### config.mk
export PLATFORM = sky130hd
export DESIGN_NAME = i2s_audio_tx
export DESIGN_NICKNAME = d
export VERILOG_FILES = /design/src/rtl/i2s_audio_tx_pkg.sv /design/src/rtl/i2s_audio_tx_clk_gen.sv /design/src/rtl/i2s_audio_tx.sv
export SDC_FILE = /design/constraint.sdc
export NUM_CORES = 1
export LEC_CHECK = 0
export BUFFER_PORTS_ARGS = -buffer_cell sky130_fd_sc_hd__buf_2
export CAP_MARGIN = 20
export CORE_MARGIN = 2
export CORE_UTILIZATION = 40
export CTS_CLUSTER_DIAMETER = 50
export DETAILED_ROUTE_END_ITERATION = 12
export SETUP_SLACK_MARGIN = 0.5
export SLEW_MARGIN = 10
export SYNTH_ARGS = -nofsm -noshare
export SYNTH_HDL_FRONTEND = slang
export SYNTH_SLANG_ARGS = --single-unit
### constraint.sdc
create_clock -name clk -period 7.1 [get_ports clk]
set_clock_uncertainty 0.2 [all_clocks]
set_input_delay 1.42 -clock clk [delete_from_list [all_inputs] [get_ports clk]]
set_output_delay 1.42 -clock clk [all_outputs]
set_load 0.02 [all_outputs]
### src/rtl/i2s_audio_tx_pkg.sv
// Shared constants, sample type and gain arithmetic for the I2S audio output stage.
package i2s_audio_tx_pkg;

  localparam int FRAME_BITS = 32;
  localparam int SLOT_BITS  = 16;
  localparam int GAIN_UNITY = 128;
  localparam int GAIN_SHIFT = 7;
  localparam int BIT_CNT_W  = $clog2(FRAME_BITS);

  typedef logic signed [SLOT_BITS-1:0] pcm_t;
  typedef logic [7:0]                  gain_t;

  // 16x8 signed product in 24 bits; the arithmetic shift floors toward -inf.
  function automatic pcm_t apply_gain(input pcm_t sample, input gain_t g);
    logic signed [23:0] s_ext;
    logic signed [23:0] g_ext;
    logic signed [23:0] prod;
    logic signed [23:0] shifted;
    s_ext   = sample;
    g_ext   = {16'd0, g};
    prod    = s_ext * g_ext;
    shifted = prod >>> GAIN_SHIFT;
    return pcm_t'(shifted[SLOT_BITS-1:0]);
  endfunction

  function automatic gain_t next_gain(input gain_t g, input logic mute, input int step);
    logic [8:0] sum;
    sum = {1'b0, g} + 9'(step);
    if (mute) begin
      return (g > gain_t'(step)) ? g - gain_t'(step) : '0;
    end
    return (sum >= 9'(GAIN_UNITY)) ? gain_t'(GAIN_UNITY) : sum[7:0];
  endfunction

endpackage

### src/rtl/i2s_audio_tx_clk_gen.sv
// BCLK divider and frame bit counter; fall_evt marks the clk cycle in which BCLK goes low.
module i2s_clk_gen
  import i2s_audio_tx_pkg::*;
#(
  parameter int BCLK_HALF = 16
) (
  input  logic                 clk,
  input  logic                 rst,
  output logic                 i2s_bclk,
  output logic                 fall_evt,
  output logic [BIT_CNT_W-1:0] bit_cnt
);

  localparam int DIV_W = (BCLK_HALF > 1) ? $clog2(BCLK_HALF) : 1;

  logic [DIV_W-1:0] div_cnt;
  logic             div_tc;

  assign div_tc   = (div_cnt == DIV_W'(BCLK_HALF - 1));
  assign fall_evt = div_tc & i2s_bclk;

  always_ff @(posedge clk) begin
    if (rst) begin
      div_cnt  <= '0;
      i2s_bclk <= 1'b0;
      bit_cnt  <= '0;
    end else begin
      if (div_tc) begin
        div_cnt  <= '0;
        i2s_bclk <= ~i2s_bclk;
      end else begin
        div_cnt <= div_cnt + 1'b1;
      end
      if (fall_evt) begin
        bit_cnt <= bit_cnt + 1'b1;
      end
    end
  end

endmodule

### src/rtl/i2s_audio_tx.sv
// Mono-duplicated Philips I2S transmitter with a once-per-frame gain ramp for fade-in and soft mute.
module i2s_audio_tx
  import i2s_audio_tx_pkg::*;
#(
  parameter int BCLK_HALF = 16,
  parameter int FADE_STEP = 1
) (
  input  logic        clk,
  input  logic        rst,
  input  logic [15:0] pcm_in,
  input  logic        mute,
  output logic        i2s_bclk,
  output logic        i2s_lrck,
  output logic        i2s_sdata,
  output logic        sample_strobe,
  output logic [7:0]  gain
);

  logic                 fall_evt;
  logic [BIT_CNT_W-1:0] bit_cnt;
  logic [BIT_CNT_W-1:0] bit_new;
  logic                 capture;
  logic [3:0]           slot_pos;
  logic [3:0]           bit_idx;
  pcm_t                 out_word;
  pcm_t                 scaled;

  i2s_clk_gen #(
    .BCLK_HALF(BCLK_HALF)
  ) u_clk_gen (
    .clk     (clk),
    .rst     (rst),
    .i2s_bclk(i2s_bclk),
    .fall_evt(fall_evt),
    .bit_cnt (bit_cnt)
  );

  assign bit_new  = bit_cnt + 1'b1;
  assign capture  = fall_evt && (bit_cnt == '0);
  assign scaled   = apply_gain(pcm_t'(pcm_in), gain);
  // Slot position 0 is the MSB; bit_new 0 wraps to position 15, the right-slot LSB.
  assign slot_pos = bit_new[3:0] - 4'd1;
  assign bit_idx  = 4'd15 - slot_pos;

  always_ff @(posedge clk) begin
    if (rst) begin
      i2s_lrck      <= 1'b0;
      i2s_sdata     <= 1'b0;
      sample_strobe <= 1'b0;
      gain          <= '0;
      out_word      <= '0;
    end else begin
      sample_strobe <= capture;
      if (fall_evt) begin
        i2s_lrck  <= bit_new[4];
        i2s_sdata <= capture ? scaled[SLOT_BITS-1] : out_word[bit_idx];
      end
      if (capture) begin
        out_word <= scaled;
        gain     <= next_gain(gain, mute, FADE_STEP);
      end
    end
  end

endmodule

== Word-level counts from Yosys, hierarchy flattened ==
Index checks and enable logic that the tools add are counted.
Operators by class
  $mul: 1
  $lt $le $gt $ge: 3
  reduce and logical (&&, ||, !) cells: 3
  bitwise logic cells: 2
  add/sub/neg operators: 6
  eq/ne operators: 1
  muxes and demuxes: 10
Operators by type and width (count)
  8-bit two-way mux: 4
  16-bit by 9-bit multiplier with 23-bit output: 1
  8-bit by 1-bit adder with 9-bit output, second input constant: 1
  9-bit by 8-bit greater-or-equal comparator with 1-bit output, second input constant: 1
  8-bit by 1-bit > comparator with 1-bit output, second input constant: 1
  8-bit by 1-bit subtractor with 8-bit output, second input constant: 1
  5-bit by 1-bit adder with 5-bit output, second input constant: 1
  5-bit logical NOT: 1
  4-bit by 5-bit less-than comparator with 1-bit output, second input constant: 1
  1-bit two-way mux: 5
  4-bit by 1-bit adder with 4-bit output, second input constant: 1
  1-bit binary-select mux with 4-bit select: 1
  4-bit == test, second input constant: 1
  4-bit by 1-bit subtractor with 4-bit output, second input constant: 1
  4-bit subtractor, first input constant: 1
  2-bit OR reduction: 1
  1-bit bitwise AND: 1
  1-bit logical AND: 1
  1-bit inverter: 1
Word-level totals
  logic and storage cells: 34
  register bits: 37
  input port bits: 19
  output and inout port bits: 12

== Logic depth before layout (Yosys ltp) ==
Gate-level depths: netlist (run 1).
  word-level depth: 6
  depth in mapped cells: 19
  gate-level depth less buffers: 18

== Modules after synthesis ==
Synthesis (run 1) repeated with hierarchy kept, for this count alone.
Unflattened totals
  cells, all modules: 720
  area total of the unflattened synthesis: 6148.4 µm²
Modules (own cells, without submodules)
  i2s_audio_tx: area each 5733.0 µm², times used 1, cells each 676, seq. area each 540.5 µm²
  i2s_clk_gen: area each 415.4 µm², times used 1, cells each 44, seq. area each 200.2 µm²

== Worst setup path before layout (run 1) ==
Ideal clock, no wire load.
  kind: input -> register
  from: in pcm_in[15]
  to: reg out_word[12]
  library setup time: 0.070 ns
  required time: 6.830 ns
  arrival time: 5.548 ns
  slack: 1.282 ns
  buffers on the path: 0
  stages on the path: 17
  cell sequence: and2_1 -> fa_1 -> inv_1 -> fa_1 -> inv_1 -> fa_1 -> inv_1 -> fa_1 -> inv_1 -> ha_1 -> o2111a_1 -> a21boi_0 -> o21a_1 -> a41oi_4 -> a21boi_2 -> or3_1 -> a21oi_1
Between the ends
  word-level cells in the longest chain between the ends: 1
RTL lines
  start, declared: line i2s_audio_tx.sv:10  | input logic [15:0] pcm_in,
  16-bit by 9-bit multiplier with 23-bit output: line i2s_audio_tx_pkg.sv:21  | prod = s_ext * g_ext;
  end signal, assigned: line i2s_audio_tx.sv:59  | out_word <= scaled;
  end, declared: line i2s_audio_tx.sv:25  | pcm_t out_word;
Every way passes these cells.
A chain may end at the register's enable or synchronous reset.

== Worst setup path in the final report (run 1) ==
Same ends and word-level chain as after synthesis.

==> flow_metrics.py, run 1 <==
metrics = {
    "finish": {
        "antenna-diode-count": 0,
        "fill_cells": 1446,
        "seq_area_um2": 721,
        "mostFrequentLayoutCell": "inv_1",
        "synthToLayoutAreaGrowth_pct": 6.72,
        "final_cell_mix": "inv_1, nand2_1, fa_1",
        "layout.nets": 876,
        "layout-drive-gt1-share_pct": 7.83,
        "final_cell_count_no_fill": 899,
        "multi_input_area_mm2": 0.00458,
    },
    "yosys": {
        "synthFlopType": "dfxtp_1",
        "ys_warn_count": 0,
        "synth_top_family_by_area": "adder cells",
        "syn_area_per_cell_um2": 8.55,
        "synth-simple-area-share_pct": 19.0,
        "synth_edf_count": 0,
        "syn_area_mm2": 0.00601,
        "ys_seq_area_share_pct": 12.0,
        "syn_inst": 703,
        "synth_compound_area_share_pct": 8.24,
        "synth_cell_type_count": 56,
        "synthArstFlopShare_pct": 0,
        "synthesis.nets": 865,
        "synth_fa_ha_area_share_pct": 41.7,
        "ys_ff_latch": 36,
        "synth_xor_area_share_pct": 4.22,
        "synth_mux_area_share_pct": 2.87,
    },
    "floorplan": {
        "dieWidth_um": 127,
        "num_io_pins": 31,
        "start_util_pct": 41.2,
        "row_count": 44,
        "die_y_um": 127,
        "core_mm2": 0.0146,
        "die_area_mm2": 0.0160,
    },
    "route": {
        "vias": 4475,
        "drc": 0,
        "dr.pass1.iters": 4,
        "antenna_left": 0,
        "drt-initial-drc-count": 212,
        "drt-total-wl_mm": 13.1,
        "via_per_inst": 4.98,
        "wl_per_cell_um": 14.6,
    },
    "cts": {
        "post_cts_buffers": 0,
        "cts_max_level": 2,
        "cts_tree": "done",
        "root_buffer": "clkbuf_16",
        "numCtsBuffers": 5,
        "clk_pin_slew_worst_paths_ps": 60,
        "cts.sinks": 36,
        "clockBufferDepth": 2,
        "ctsHoldBuffers": 0,
        "worstSkewPairLatency_ps": 280,
        "cts.repair.resized": 0,
    },
    "global_routing": {
        "antenna_found_initial": 0,
        "met3_usage_pct": 1.48,
        "grt-ovfl-total": 0,
        "grt-busiest-layer": "met2",
        "grt_max_degree": 31,
        "grt_pass1_wl_mm": 23.5,
        "grt_usage_pct": 17.8,
        "grt_use_met2_pct": 33.4,
        "grt_use_met1_pct": 22.5,
        "grt_pass1_vias": 4934,
    },
    "placed_design": {
        "place.port_buffers": 30,
        "gpl.final_weighted_congestion": 0.825,
        "dpl.cell_count": 891,
        "hpwl_mm": 10.5,
    },
    "sta": {
        "report.final.slew_viol_count": 0,
        "finalHoldViolCount": 0,
        "rsz0062_at_grt": "false",
        "fmax_ghz": 0.169,
        "tns_ps": 0,
        "setup_violations": 0,
        "finalCritPeriodShare_pct": 83.3,
        "maxSlewHeadroom_pct": 27.9,
        "period_needed_ps": 5920,
        "worst_pin_slew_ps": 1080,
    },
    "pwr": {
        "peakVddDrop_v": 0.0000734,
        "p_switching_uw": 107,
        "p_comb_share_pct": 5.1,
        "p_per_area_mw_per_mm2": 69.7,
        "clockPowerShare_pct": 49.1,
        "sw_frac_of_total_pct": 23.9,
        "seq_power_share_pct": 45.8,
        "p_int_uw": 340,
        "p_leak_uw": 0.00320,
    },
    "flow_run": {
        "maxCapViolCount": 0,
    },
    "worst_setup_path": {
        "arrival_ps": 5930,
        "cp_max_fo": 8,
        "end_kind": "flop",
        "crit_type": "in -> reg",
        "start_kind": "input pin",
        "required_ps": 7110,
    },
    "hold_path": {
        "hp-class": "reg -> reg",
    },
    "status": {
        "status": "finished clean",
    },
}
==> layer usage <==
layer / wire, µm / up-vias
met4: 187 / 0
met5: 0 / -
met1: 5930 / 2239
li1: - / 2173
met2: 6710 / 50
met3: 255 / 13
==> kinds of logic after synthesis <==
logic type                 after synthesis
and+or+nand+nor                        230
buffers and inverters                  182
AOI/OAI and AO/OA                       71
DFF                                     36
xor gates and xnor gates                29
muxes                                   12
adders and majority gates              143
==> layout make-up <==
cell class                      count  share of cell area (%)
Multi-Input combinational cell    485                    71.3
Tap cell                          184                    3.59
Clock buffer                        5                    1.95
Timing Repair Buffer               31                    2.46
Inverter                          155                    9.07
Clock inverter                      3                   0.371
Sequential cell                    36                    11.2
==> sequential cells by signal, summed over array words and instances, names as in the netlist <==
register            flops
out_word               16
i2s_sdata               1
u_clk_gen.i2s_bclk      1
gain                    8
u_clk_gen.bit_cnt       4
u_clk_gen.div_cnt       4
sample_strobe           1
i2s_lrck                1
==> final timing paths <==
| check | startpoint | endpoint | slack (ps) | cells past startpoint |
|---|---|---|---|---|
| worst min register to register | out_word[1]$_SDFFE_PP0P_ | out_word[1]$_SDFFE_PP0P_ | 250 | 2 |
| worst max-delay path | pcm_in[15] | out_word[12]$_SDFFE_PP0P_ | 1180 | 19 |
| worst min-delay path | out_word[1]$_SDFFE_PP0P_ | out_word[1]$_SDFFE_PP0P_ | 250 | 2 |
| worst max register to register | gain[0]$_SDFFE_PP0P_ | out_word[12]$_SDFFE_PP0P_ | 1350 | 16 |
==> cell usage after synthesis, types with 3 or more instances <==
cell type  count  area (µm²)
nand4_1        4        25.0
nand4b_1       3        26.3
nand2_1       97         364
nand2b_1       4        25.0
fa_1          96        1920
o2bb2ai_1      3        26.3
mux4_2         4        90.1
nor3b_1        6        45.0
clkbuf_1      21        78.8
a22o_1         3        26.3
nand3_1        9        45.0
ha_1          47         588
a21oi_1       29         145
and2_1        61         382
o21ai_0        6        30.0
o21bai_1       3        22.5
nor2b_1        3        18.8
mux2i_1        6        60.1
and3_1         3        18.8
o21a_1         3        22.5
xnor2_1       18         158
dfxtp_1       36         721
inv_1        155         582
buf_6          4        45.0
nor3_1         5        25.0
xor2_1        11        96.3
nor2_1        26        97.6
==> stage by stage <==
step	setup WS (ps)	hold WS [ps]	utilization (%)	power (µW)	area, µm²
floorplan	1280	226	-	216	6010
global placement	994	240	43.0	231	6270
detailed placement	882	248	43.0	232	6270
CTS	1160	256	44.0	452	6420
global route	907	287	44.0	463	6420
finish	1180	253	44.0	447	6420
==> power groups by stage <==
| stage | clock network [µW] | registers, µW | logic [µW] |
|---|---|---|---|
| after global placement | 0 | 209 | 21.5 |
| after global routing | 233 | 205 | 25.3 |
| after floorplan | 0 | 209 | 7.52 |
| final | 220 | 205 | 22.9 |
| after detailed placement | 0 | 209 | 22.9 |
| after CTS | 224 | 205 | 22.9 |
==> worst max-delay path, cell delays in order <==
cell	delay (ps)
buf_2	140
nand2_1	110
inv_1	110
fa_1	550
inv_1	150
fa_1	550
inv_1	50
fa_1	470
inv_1	50
fa_1	520
inv_1	40
ha_1	340
o2111a_1	200
a21boi_0	150
o21a_1	210
a41oi_4	260
a21boi_2	110
or3_1	350
a21oi_1	130
Power figures use the tool's default switching activity.
==> inputs of run 2 (changes only) <==
==> constraint.sdc (replaced) <==
create_clock -name clk -period 5.87 [get_ports clk]
set_clock_uncertainty 0.2 [all_clocks]
set_input_delay 1.174 -clock clk [delete_from_list [all_inputs] [get_ports clk]]
set_output_delay 1.174 -clock clk [all_outputs]
set_load 0.02 [all_outputs]
==> run 2 against run 1 <==
  * Cell count up 1.6%
  * Largest power group unchanged
  * Global-route usage down 0.71 points
  * Highest routed layer unchanged
  * Combinational power up 44%
  * Die area unchanged
  * Utilization up 2.7 points
==> flow_metrics.py, run 2 (synthesis gave the netlist of run 1 again) <==
metrics = {
    "route": {
        "dr.pass1.iters": 4,
        "vias": 4561,
        "wl_per_cell_um": 14.3,
        "drt-initial-drc-count": 147,
        "drt-total-wl_mm": 13.1,
        "antenna_left": 0,
        "via_per_inst": 5.00,
        "drc": 0,
    },
    "placed_design": {
        "place_ws_ps": 103,
        "gpl.final_weighted_congestion": 0.828,
        "hpwl_mm": 10.3,
        "place.port_buffers": 30,
    },
    "worst_setup_path": {
        "cp_max_fo": 8,
        "required_ps": 5810,
        "r2r_cells": 16,
        "critical_path.startpoint": "pcm_in[6]",
        "reg2reg_to": "out_word[11]$_SDFFE_PP0P_",
        "r2r_slack_ps": 780,
        "r2r_start": "gain[5]$_SDFFE_PP0P_",
        "start_kind": "input pin",
        "end_kind": "flop",
        "arrival_ps": 5190,
        "crit_type": "in -> reg",
    },
    "sta": {
        "worst_pin_slew_ps": 967,
        "report.final.slew_viol_count": 0,
        "fmax_ghz": 0.190,
        "tns_ps": 0,
        "setup_violations": 0,
        "period_needed_ps": 5250,
        "setup_slack_ps": 619,
        "maxSlewHeadroom_pct": 35.5,
        "finalHoldViolCount": 0,
        "rsz0062_at_grt": "true",
        "finalCritPeriodShare_pct": 89.5,
    },
    "global_routing": {
        "grt-busiest-layer": "met2",
        "grt_pass1_wl_mm": 23.1,
        "grt_usage_pct": 17.1,
        "grt_use_met1_pct": 23.1,
        "antenna_found_initial": 0,
        "grt-ovfl-total": 0,
        "grt_max_degree": 31,
        "met3_usage_pct": 0.970,
        "grt_pass1_vias": 4883,
        "grt_use_met2_pct": 31.1,
    },
    "cts": {
        "clockBufferDepth": 2,
        "cts.sinks": 36,
        "numCtsBuffers": 5,
        "clk_pin_slew_worst_paths_ps": 60,
        "cts_tree": "done",
        "ctsHoldBuffers": 0,
        "cts_max_level": 2,
        "worstSkewPairLatency_ps": 280,
        "root_buffer": "clkbuf_16",
    },
    "hold_path": {
        "worstHoldEndpoint": "out_word[0]$_SDFFE_PP0P_",
        "hp-start": "out_word[0]$_SDFFE_PP0P_",
        "min_path_cells": 2,
        "hp-class": "reg -> reg",
    },
    "finish": {
        "layout.nets": 890,
        "fill_cells": 1384,
        "reg.largest.list": "out_word x16, gain x8",
        "max_flop_register": "out_word",
        "final_cell_mix": "inv_1, fa_1, nand2_1",
        "antenna-diode-count": 0,
        "layout-drive-gt1-share_pct": 16.0,
        "synthToLayoutAreaGrowth_pct": 13.4,
        "largest_reg_flops": 16,
        "mostFrequentLayoutCell": "inv_1",
    },
    "floorplan": {
        "start_util_pct": 41.2,
        "core_mm2": 0.0146,
        "dieWidth_um": 127,
        "num_io_pins": 31,
        "die_area_mm2": 0.0160,
        "die_y_um": 127,
        "row_count": 44,
    },
    "pwr": {
        "peakVddDrop_v": 0.000102,
        "p_leak_uw": 0.00328,
        "p_per_area_mw_per_mm2": 80.2,
    },
    "status": {
        "status": "finished clean",
    },
    "flow_run": {
        "maxCapViolCount": 0,
    },
}
==> run 2: cell count changes in the layout (fill, tap and decap cells not counted), sizes merged <==
cell      delta
buf         +14
clkbuf       +2
clkinv       -1
clkinvlp     -1
==> run 2: worst max-delay path, stage by stage <==
cell	delay (ps)
buf_4	130
nand2_1	80
fa_1	540
inv_1	50
fa_1	460
fa_1	550
inv_1	60
fa_1	530
inv_1	60
ha_4	260
and4_4	200
a211o_4	350
buf_6	130
a21o_4	190
a211o_1	270
nand3_1	90
a21oi_1	70
==> run 2: metrics by stage <==
step	hold slack (ps)	cell area, µm²	total power, µW	util [%]	std cells
floorplan	229	6060	262	-	703
global placement	241	6350	280	43.6	896
detailed placement	245	6350	281	43.6	896
CTS	253	6630	551	45.4	910
global route	270	6820	565	46.7	913
finish	253	6820	547	46.7	913
==> run 2: timing repair <==
item / in CTS / in global routing
resized for setup: 25 / 45
buffers inserted: 6 / 3
pin swaps: 15 / 38
setup endpoints to repair: 8 / 13
==> run 2: layout make-up <==
class                   count  area, µm²  share of cell area [%]
inverters                 155        582                    8.54
clock inverters             1       7.51                   0.110
flip-flops and latches     36        724                    10.6
well taps                 184        230                    3.38
clock buffers               7        143                    2.09
repair buffers             45        323                    4.74
multi-input cells         485       4810                    70.5
==> run 2: power breakdown <==
group	switching (µW)	internal (µW)
registers	1.66	246
logic	20.7	12.3
clock network	96.8	169
==> run 2: worst max-delay path by stage <==
stage / endpoint / slack (ps) / depth (start not counted)
6_report: out_word[11]$_SDFFE_PP0P_ / 620 / 17
4_1_cts: out_word[12]$_SDFFE_PP0P_ / 500 / 16
3_5_place_dp: out_word[12]$_SDFFE_PP0P_ / 100 / 17
5_1_grt: out_word[15]$_SDFFE_PP0P_ / 490 / 18
3_3_place_gp: out_word[10]$_SDFFE_PP0P_ / 150 / 16
2_1_floorplan: out_word[12]$_SDFFE_PP0P_ / 490 / 17
==> run 2: per-layer routing <==
layer  wire [µm]  vias to the layer above
li1            -                     2202
met1        6110                     2289
met2        6620                       60
met3         252                       10
met4         104                        0
met5           0                        -
